**src/rtl/fsm_control_llenado_ventana_param.sv**
```systemverilog
// Window-fill controller: reads FILAS_VENTANA pixels per window position and scans the whole image.
// Optional read timeout with error_lectura_o pulse is enabled by defining TIMEOUT_LECTURA_EN.
//
// state        | meaning
// E_INICIO     | idle, bus released, waiting for iniciar
// E_PEDIR      | one-cycle read request at dir_mem
// E_ESPERAR    | waiting for memory data valid
// E_GUARDAR    | store returned pixel into row indice_fila
// E_VENTANA    | window complete pulse
// E_ESPERA_ACT | waiting for datapath to consume the window
// E_FIN        | scan finished pulse
module fsm_control_llenado_ventana_param #(
  parameter int FILAS_VENTANA = 3,
  parameter int ANCHO_IMAGEN  = 8,
  parameter int ALTO_IMAGEN   = 8,
  parameter int ANCHO_DIR     = 16,
  parameter int LIMITE_ESPERA = 15,
  localparam int W_IDX = (FILAS_VENTANA > 1) ? $clog2(FILAS_VENTANA) : 1,
  localparam int W_COL = $clog2(ANCHO_IMAGEN) + 1,
  localparam int W_FIL = $clog2(ALTO_IMAGEN) + 1
) (
  input  logic                 clk_i,
  input  logic                 reset_i,
  input  logic                 iniciar_i,
  input  logic                 dato_leido_disponible_i,
  input  logic                 actualizar_ventana_i,
  output logic                 leer_dato_o,
  output logic [ANCHO_DIR-1:0] dir_mem_o,
  output logic                 guardar_fila_o,
  output logic [W_IDX-1:0]     indice_fila_o,
  output logic                 liberar_bus_mem_o,
  output logic                 ventana_completa_o,
  output logic [W_COL-1:0]     columna_o,
  output logic [W_FIL-1:0]     fila_base_o,
  output logic                 ocupado_o,
`ifdef TIMEOUT_LECTURA_EN
  output logic                 error_lectura_o,
`endif
  output logic                 fin_o
);

  typedef enum logic [2:0] {
    E_INICIO     = 3'd0,
    E_PEDIR      = 3'd1,
    E_ESPERAR    = 3'd2,
    E_GUARDAR    = 3'd3,
    E_VENTANA    = 3'd4,
    E_ESPERA_ACT = 3'd5,
    E_FIN        = 3'd6
  } estado_t;

  localparam logic [W_IDX-1:0] IDX_ULT = W_IDX'(FILAS_VENTANA - 1);
  localparam logic [W_COL-1:0] COL_ULT = W_COL'(ANCHO_IMAGEN - 1);
  localparam logic [W_FIL-1:0] FB_ULT  = W_FIL'(ALTO_IMAGEN - FILAS_VENTANA);

  estado_t              estado_q, estado_d;
  logic [W_IDX-1:0]     idx_q, idx_d;
  logic [W_COL-1:0]     col_q, col_d;
  logic [W_FIL-1:0]     fb_q, fb_d;
  logic [ANCHO_DIR-1:0] dir_q, dir_d;
  logic [ANCHO_DIR-1:0] fila_abs;

`ifdef TIMEOUT_LECTURA_EN
  localparam int W_CNT = (LIMITE_ESPERA > 1) ? $clog2(LIMITE_ESPERA) : 1;
  localparam logic [W_CNT-1:0] CNT_INI = W_CNT'(LIMITE_ESPERA - 1);
  logic [W_CNT-1:0] cnt_q, cnt_d;
  logic             error_d;
`endif

  always_ff @(posedge clk_i or negedge reset_i) begin
    if (!reset_i) begin
      estado_q <= E_INICIO;
      idx_q    <= '0;
      col_q    <= '0;
      fb_q     <= '0;
      dir_q    <= '0;
`ifdef TIMEOUT_LECTURA_EN
      cnt_q    <= '0;
`endif
    end else begin
      estado_q <= estado_d;
      idx_q    <= idx_d;
      col_q    <= col_d;
      fb_q     <= fb_d;
      dir_q    <= dir_d;
`ifdef TIMEOUT_LECTURA_EN
      cnt_q    <= cnt_d;
`endif
    end
  end

  always_comb begin
    estado_d           = estado_q;
    idx_d              = idx_q;
    col_d              = col_q;
    fb_d               = fb_q;
    leer_dato_o        = 1'b0;
    guardar_fila_o     = 1'b0;
    ventana_completa_o = 1'b0;
    fin_o              = 1'b0;
`ifdef TIMEOUT_LECTURA_EN
    cnt_d              = cnt_q;
    error_d            = 1'b0;
`endif
    case (estado_q)
      E_INICIO: begin
        if (iniciar_i) begin
          estado_d = E_PEDIR;
          idx_d    = '0;
          col_d    = '0;
          fb_d     = '0;
        end
      end
      E_PEDIR: begin
        leer_dato_o = 1'b1;
        estado_d    = E_ESPERAR;
`ifdef TIMEOUT_LECTURA_EN
        cnt_d       = CNT_INI;
`endif
      end
      E_ESPERAR: begin
        if (dato_leido_disponible_i) begin
          estado_d = E_GUARDAR;
`ifdef TIMEOUT_LECTURA_EN
        end else if (cnt_q == '0) begin
          // same address and row are reissued since counters are untouched
          error_d  = 1'b1;
          estado_d = E_PEDIR;
        end else begin
          cnt_d    = cnt_q - 1'b1;
`endif
        end
      end
      E_GUARDAR: begin
        guardar_fila_o = 1'b1;
        if (idx_q == IDX_ULT) begin
          estado_d = E_VENTANA;
        end else begin
          idx_d    = idx_q + 1'b1;
          estado_d = E_PEDIR;
        end
      end
      E_VENTANA: begin
        ventana_completa_o = 1'b1;
        estado_d           = E_ESPERA_ACT;
      end
      E_ESPERA_ACT: begin
        if (actualizar_ventana_i) begin
          if (col_q == COL_ULT && fb_q == FB_ULT) begin
            estado_d = E_FIN;
          end else begin
            if (col_q == COL_ULT) begin
              col_d = '0;
              fb_d  = fb_q + 1'b1;
            end else begin
              col_d = col_q + 1'b1;
            end
            idx_d    = '0;
            estado_d = E_PEDIR;
          end
        end
      end
      E_FIN: begin
        fin_o    = 1'b1;
        estado_d = E_INICIO;
        idx_d    = '0;
        col_d    = '0;
        fb_d     = '0;
      end
      default: begin
        estado_d = E_INICIO;
        idx_d    = '0;
        col_d    = '0;
        fb_d     = '0;
      end
    endcase

    // address follows the next counter values so it is valid on entry to E_PEDIR
    fila_abs = ANCHO_DIR'(fb_d) + ANCHO_DIR'(idx_d);
    dir_d    = fila_abs * ANCHO_DIR'(ANCHO_IMAGEN) + ANCHO_DIR'(col_d);
  end

`ifdef TIMEOUT_LECTURA_EN
  assign error_lectura_o = error_d;
`endif

  assign dir_mem_o         = dir_q;
  assign indice_fila_o     = idx_q;
  assign columna_o         = col_q;
  assign fila_base_o       = fb_q;
  assign ocupado_o         = (estado_q != E_INICIO);
  assign liberar_bus_mem_o = reset_i & ((estado_q == E_INICIO) || (estado_q == E_VENTANA) ||
                                        (estado_q == E_ESPERA_ACT) || (estado_q == E_FIN));

endmodule
```
**config.mk**
```make
export PLATFORM = sky130hd
export DESIGN_NAME = fsm_control_llenado_ventana_param
export DESIGN_NICKNAME = d
export VERILOG_FILES = /design/src/rtl/fsm_control_llenado_ventana_param.sv
export SDC_FILE = /design/constraint.sdc
export NUM_CORES = 1
export LEC_CHECK = 0
export CELL_PAD_IN_SITES_DETAIL_PLACEMENT = 1
export CELL_PAD_IN_SITES_GLOBAL_PLACEMENT = 2
export CORE_MARGIN = 1.5
export CORE_UTILIZATION = 30
export CTS_BUF_LIST = sky130_fd_sc_hd__clkbuf_16
export DETAILED_ROUTE_END_ITERATION = 12
export HOLD_SLACK_MARGIN = 0.1
export PLACE_DENSITY = 0.87
export SLEW_MARGIN = 20
export SYNTH_ARGS = -nofsm -noshare
export SYNTH_HDL_FRONTEND = slang
export SYNTH_SLANG_ARGS = --single-unit
```
**constraint.sdc**
```tcl
create_clock -name clk_i -period 9.1 [get_ports clk_i]
set_clock_uncertainty 0.05 [all_clocks]
set_input_delay 1.82 -clock clk_i [delete_from_list [all_inputs] [get_ports clk_i]]
set_output_delay 1.82 -clock clk_i [all_outputs]
set_load 0.01 [all_outputs]
```
==> results.py <==
metrics = {
    "yosys": {
        "ys_types": 47,
        "synth_top_family_by_area": "compound AO/OA/AOI/OAI gates",
        "syn_avg_cell_area_um2": 9.452,
        "ys_seq_area_frac": 0.3671,
        "synth_cells": 137,
        "synthSimpleGateAreaFrac": 0.1932,
        "synth_xor_area_frac": 0.02029,
        "synth_edf_count": 0,
        "ys_seq_elements": 19,
        "synth-compound-area-share": 0.2058,
        "async_flop_share": 1.000,
        "synth_mux_area_frac": 0,
        "syn_area_um2": 1295,
        "yosysWarnings": 0,
        "yosys_most_used_dff": "dfrtp_1",
        "synth-adder-area-share": 0.1101,
    },
    "power": {
        "p_int_w": 0.0002415,
        "sequentialPowerShare": 0.335,
        "swShare": 0.3811,
        "power_density_nw_per_um2": 235.3,
        "power.share.clock": 0.232,
        "power_leakage_nw": 0.7452,
        "vdd_drop_max_mv": 0.07657,
        "power_frac_comb": 0.433,
        "p_sw_w": 0.0001487,
    },
    "global_route": {
        "grt_max_degree": 21,
        "track_usage": 0.1509,
        "gr-total-overflow": 0,
        "grt_pass1_vias": 1123,
        "antenna_found_initial": 0,
        "grt_pass1_wl_um": 5340,
    },
    "sta": {
        "rsz0062_at_grt": "no",
        "max_clock_freq_mhz": 181.3,
        "fin_setup_tns_ps": 0,
        "setup-violations-final": 0,
        "tightest_slew_ps": 903.3,
        "fin_crit_ps": 5516,
        "hold_violations": 0,
        "slew_headroom": 0.3959,
        "period_share": 0.6061,
        "slew_violations": 0,
    },
    "final_layout": {
        "fin_util": 0.4057,
        "post-route-cell-area_um2": 1658,
        "nNetsFinal": 178,
        "multiInputGateArea_um2": 715.7,
        "seq_area_um2": 475.5,
        "antenna-diode-count": 0,
        "nFillCells": 471,
        "drive_gt1_frac": 0.06790,
        "area_growth_pct": 28.02,
    },
    "place": {
        "placedInstanceArea_um2": 1578,
        "gp_congestion": 0.7810,
        "portBuffers": 29,
        "dp_hpwl_um": 2501,
    },
    "die": {
        "row_count": 23,
        "io_pins": 37,
        "core_area_um2": 4086,
        "initial_core_util": 0.3169,
        "die_h_um": 68.70,
        "fp.dieW_um": 68.70,
        "die-area_um2": 4720,
    },
    "run_status": {
        "outcome": "finished clean",
    },
    "drt": {
        "detail_route.iter0.violations": 47,
        "drc": 0,
        "drt-total-wl_um": 3299,
        "num_vias": 1159,
        "drt_pass1_iterations": 4,
        "antenna_left": 0,
        "avgRoutedWirePerCell_um": 15.56,
        "vias_per_cell": 5.467,
    },
    "clock_tree": {
        "cts.sink_count": 19,
        "cts_tree": "built",
        "post_cts_resized": 0,
        "holdBufCountCts": 0,
        "cts_setup_buffers": 0,
        "cts_root_buf": "clkbuf_16",
        "path_clk_slew_ps": 60,
        "clkLatencyLatePin_ps": 250,
        "clock_path_buffers": 2,
        "cts_buffers": 3,
        "htreeDepth": 1,
    },
    "worst_setup_path": {
        "crit_required_ps": 7230,
        "arrival_ps": 3650,
        "start_kind": "input pin",
        "worstSetupPathType": "in2out",
        "path_max_fanout": 20,
        "critPathCaptureType": "output port",
    },
    "worst_hold_path": {
        "hold_path.class": "reg2reg",
    },
    "flow_run": {
        "drv_cap": 0,
    },
}
[metal layers]
metal / global-route usage / routed length, um / vias up
li1: - / - / 537
met1: 0.1863 / 1423 / 600
met4: 0.03676 / 28 / 0
met5: 0 / 0 / -
met3: 0.02597 / 107 / 2
met2: 0.2716 / 1740 / 20
[worst max-delay path: stages]
cell and delay [ps]:
clkdlybuf4s50_1 1060, and2_1 230, clkdlybuf4s50_1 530
[state kept, by name, summed over array words and instances (netlist names)]
register,flops
estado_q,3
dir_mem_o,6
fila_base_o,4
columna_o,4
indice_fila_o,2
[final cells by class]
cell class / instances / area share
Clock buffer: 3 / 0.04528
Clock inverter: 1 / 0.003019
Inverter: 9 / 0.02038
Multi-Input combinational cell: 101 / 0.4317
Sequential cell: 19 / 0.2868
Tap cell: 50 / 0.03774
Timing Repair Buffer: 29 / 0.1751
[worst paths after layout]
| kind | startpoint | end | slack [ps] | cells past startpoint |
|---|---|---|---|---|
| max | reset_i | liberar_bus_mem_o | 3580 | 3 |
| max reg2reg | fila_base_o[0] | dir_mem_o[7] | 5770 | 11 |
| max in group asynchronous | reset_i | dir_mem_o[4] | 6420 | 1 |
| min | indice_fila_o[0] | indice_fila_o[0] | 530 | 1 |
| min in group asynchronous | reset_i | columna_o[0] | 2030 | 1 |
| min reg2reg | indice_fila_o[0] | indice_fila_o[0] | 530 | 1 |
[kinds of logic (layout without fill, tap and decap cells)]
kind of cell	Yosys count	in the layout
buffers and inverters	24	42
and+or+nand+nor	40	40
xor gates and xnor gates	3	3
other	1	8
adders and majority gates	11	11
DFF	19	19
AOI/OAI and AO/OA	39	39
[Yosys cell counts (2+ instances only)]
master	instances	area [um^2]
nand3b_1	4	30.03
clkbuf_1	2	7.510
nand2_1	6	22.52
a21oi_1	8	40.04
xnor2_1	3	26.28
dfrtp_1	19	475.5
buf_2	2	10.01
nand3_1	5	25.02
nand3_2	2	20.02
a211oi_1	2	15.01
buf_4	10	75.07
ha_1	9	112.6
nor2_1	3	11.26
o21ai_0	10	50.05
nand2b_1	2	12.51
a31oi_1	3	18.77
nand4_1	2	12.51
and2_1	2	12.51
a22o_1	3	26.28
inv_1	9	33.78
nor3_1	4	20.02
a32o_1	2	20.02
[power groups by stage]
stage	Combinational [W]	Clock, W	Sequential (W)
after floorplan	0.000112	0	0.000119
after global placement	0.000161	0	0.000130
after detailed placement	0.000171	0	0.000131
after CTS	0.000171	0.0000933	0.000131
after global routing	0.000188	0.0000962	0.000135
final	0.000169	0.0000907	0.000131
[layout by cell type, fill, tap and decap left out, types with 4 or more instances in the layout]
master / n
nand3b_1: 4
nand2_1: 6
nand3_1: 5
clkdlybuf4s50_1: 29
nor3_1: 4
ha_1: 9
dfrtp_1: 19
o21ai_0: 10
inv_1: 9
conb_1: 8
a21oi_1: 8
[stage by stage]
step	std cells	hold slack, ps	power (W)	setup WS (ps)
6_report	212	525.7	0.0003901	3584
2_1_floorplan	144	528.5	0.0002311	4723
3_5_place_dp	208	497.8	0.0003013	3488
5_1_grt	212	556.2	0.0004183	3400
3_3_place_gp	208	505.1	0.0002911	3528
4_1_cts	212	525.7	0.0003949	3495
Power figures use the tool's default switching activity.
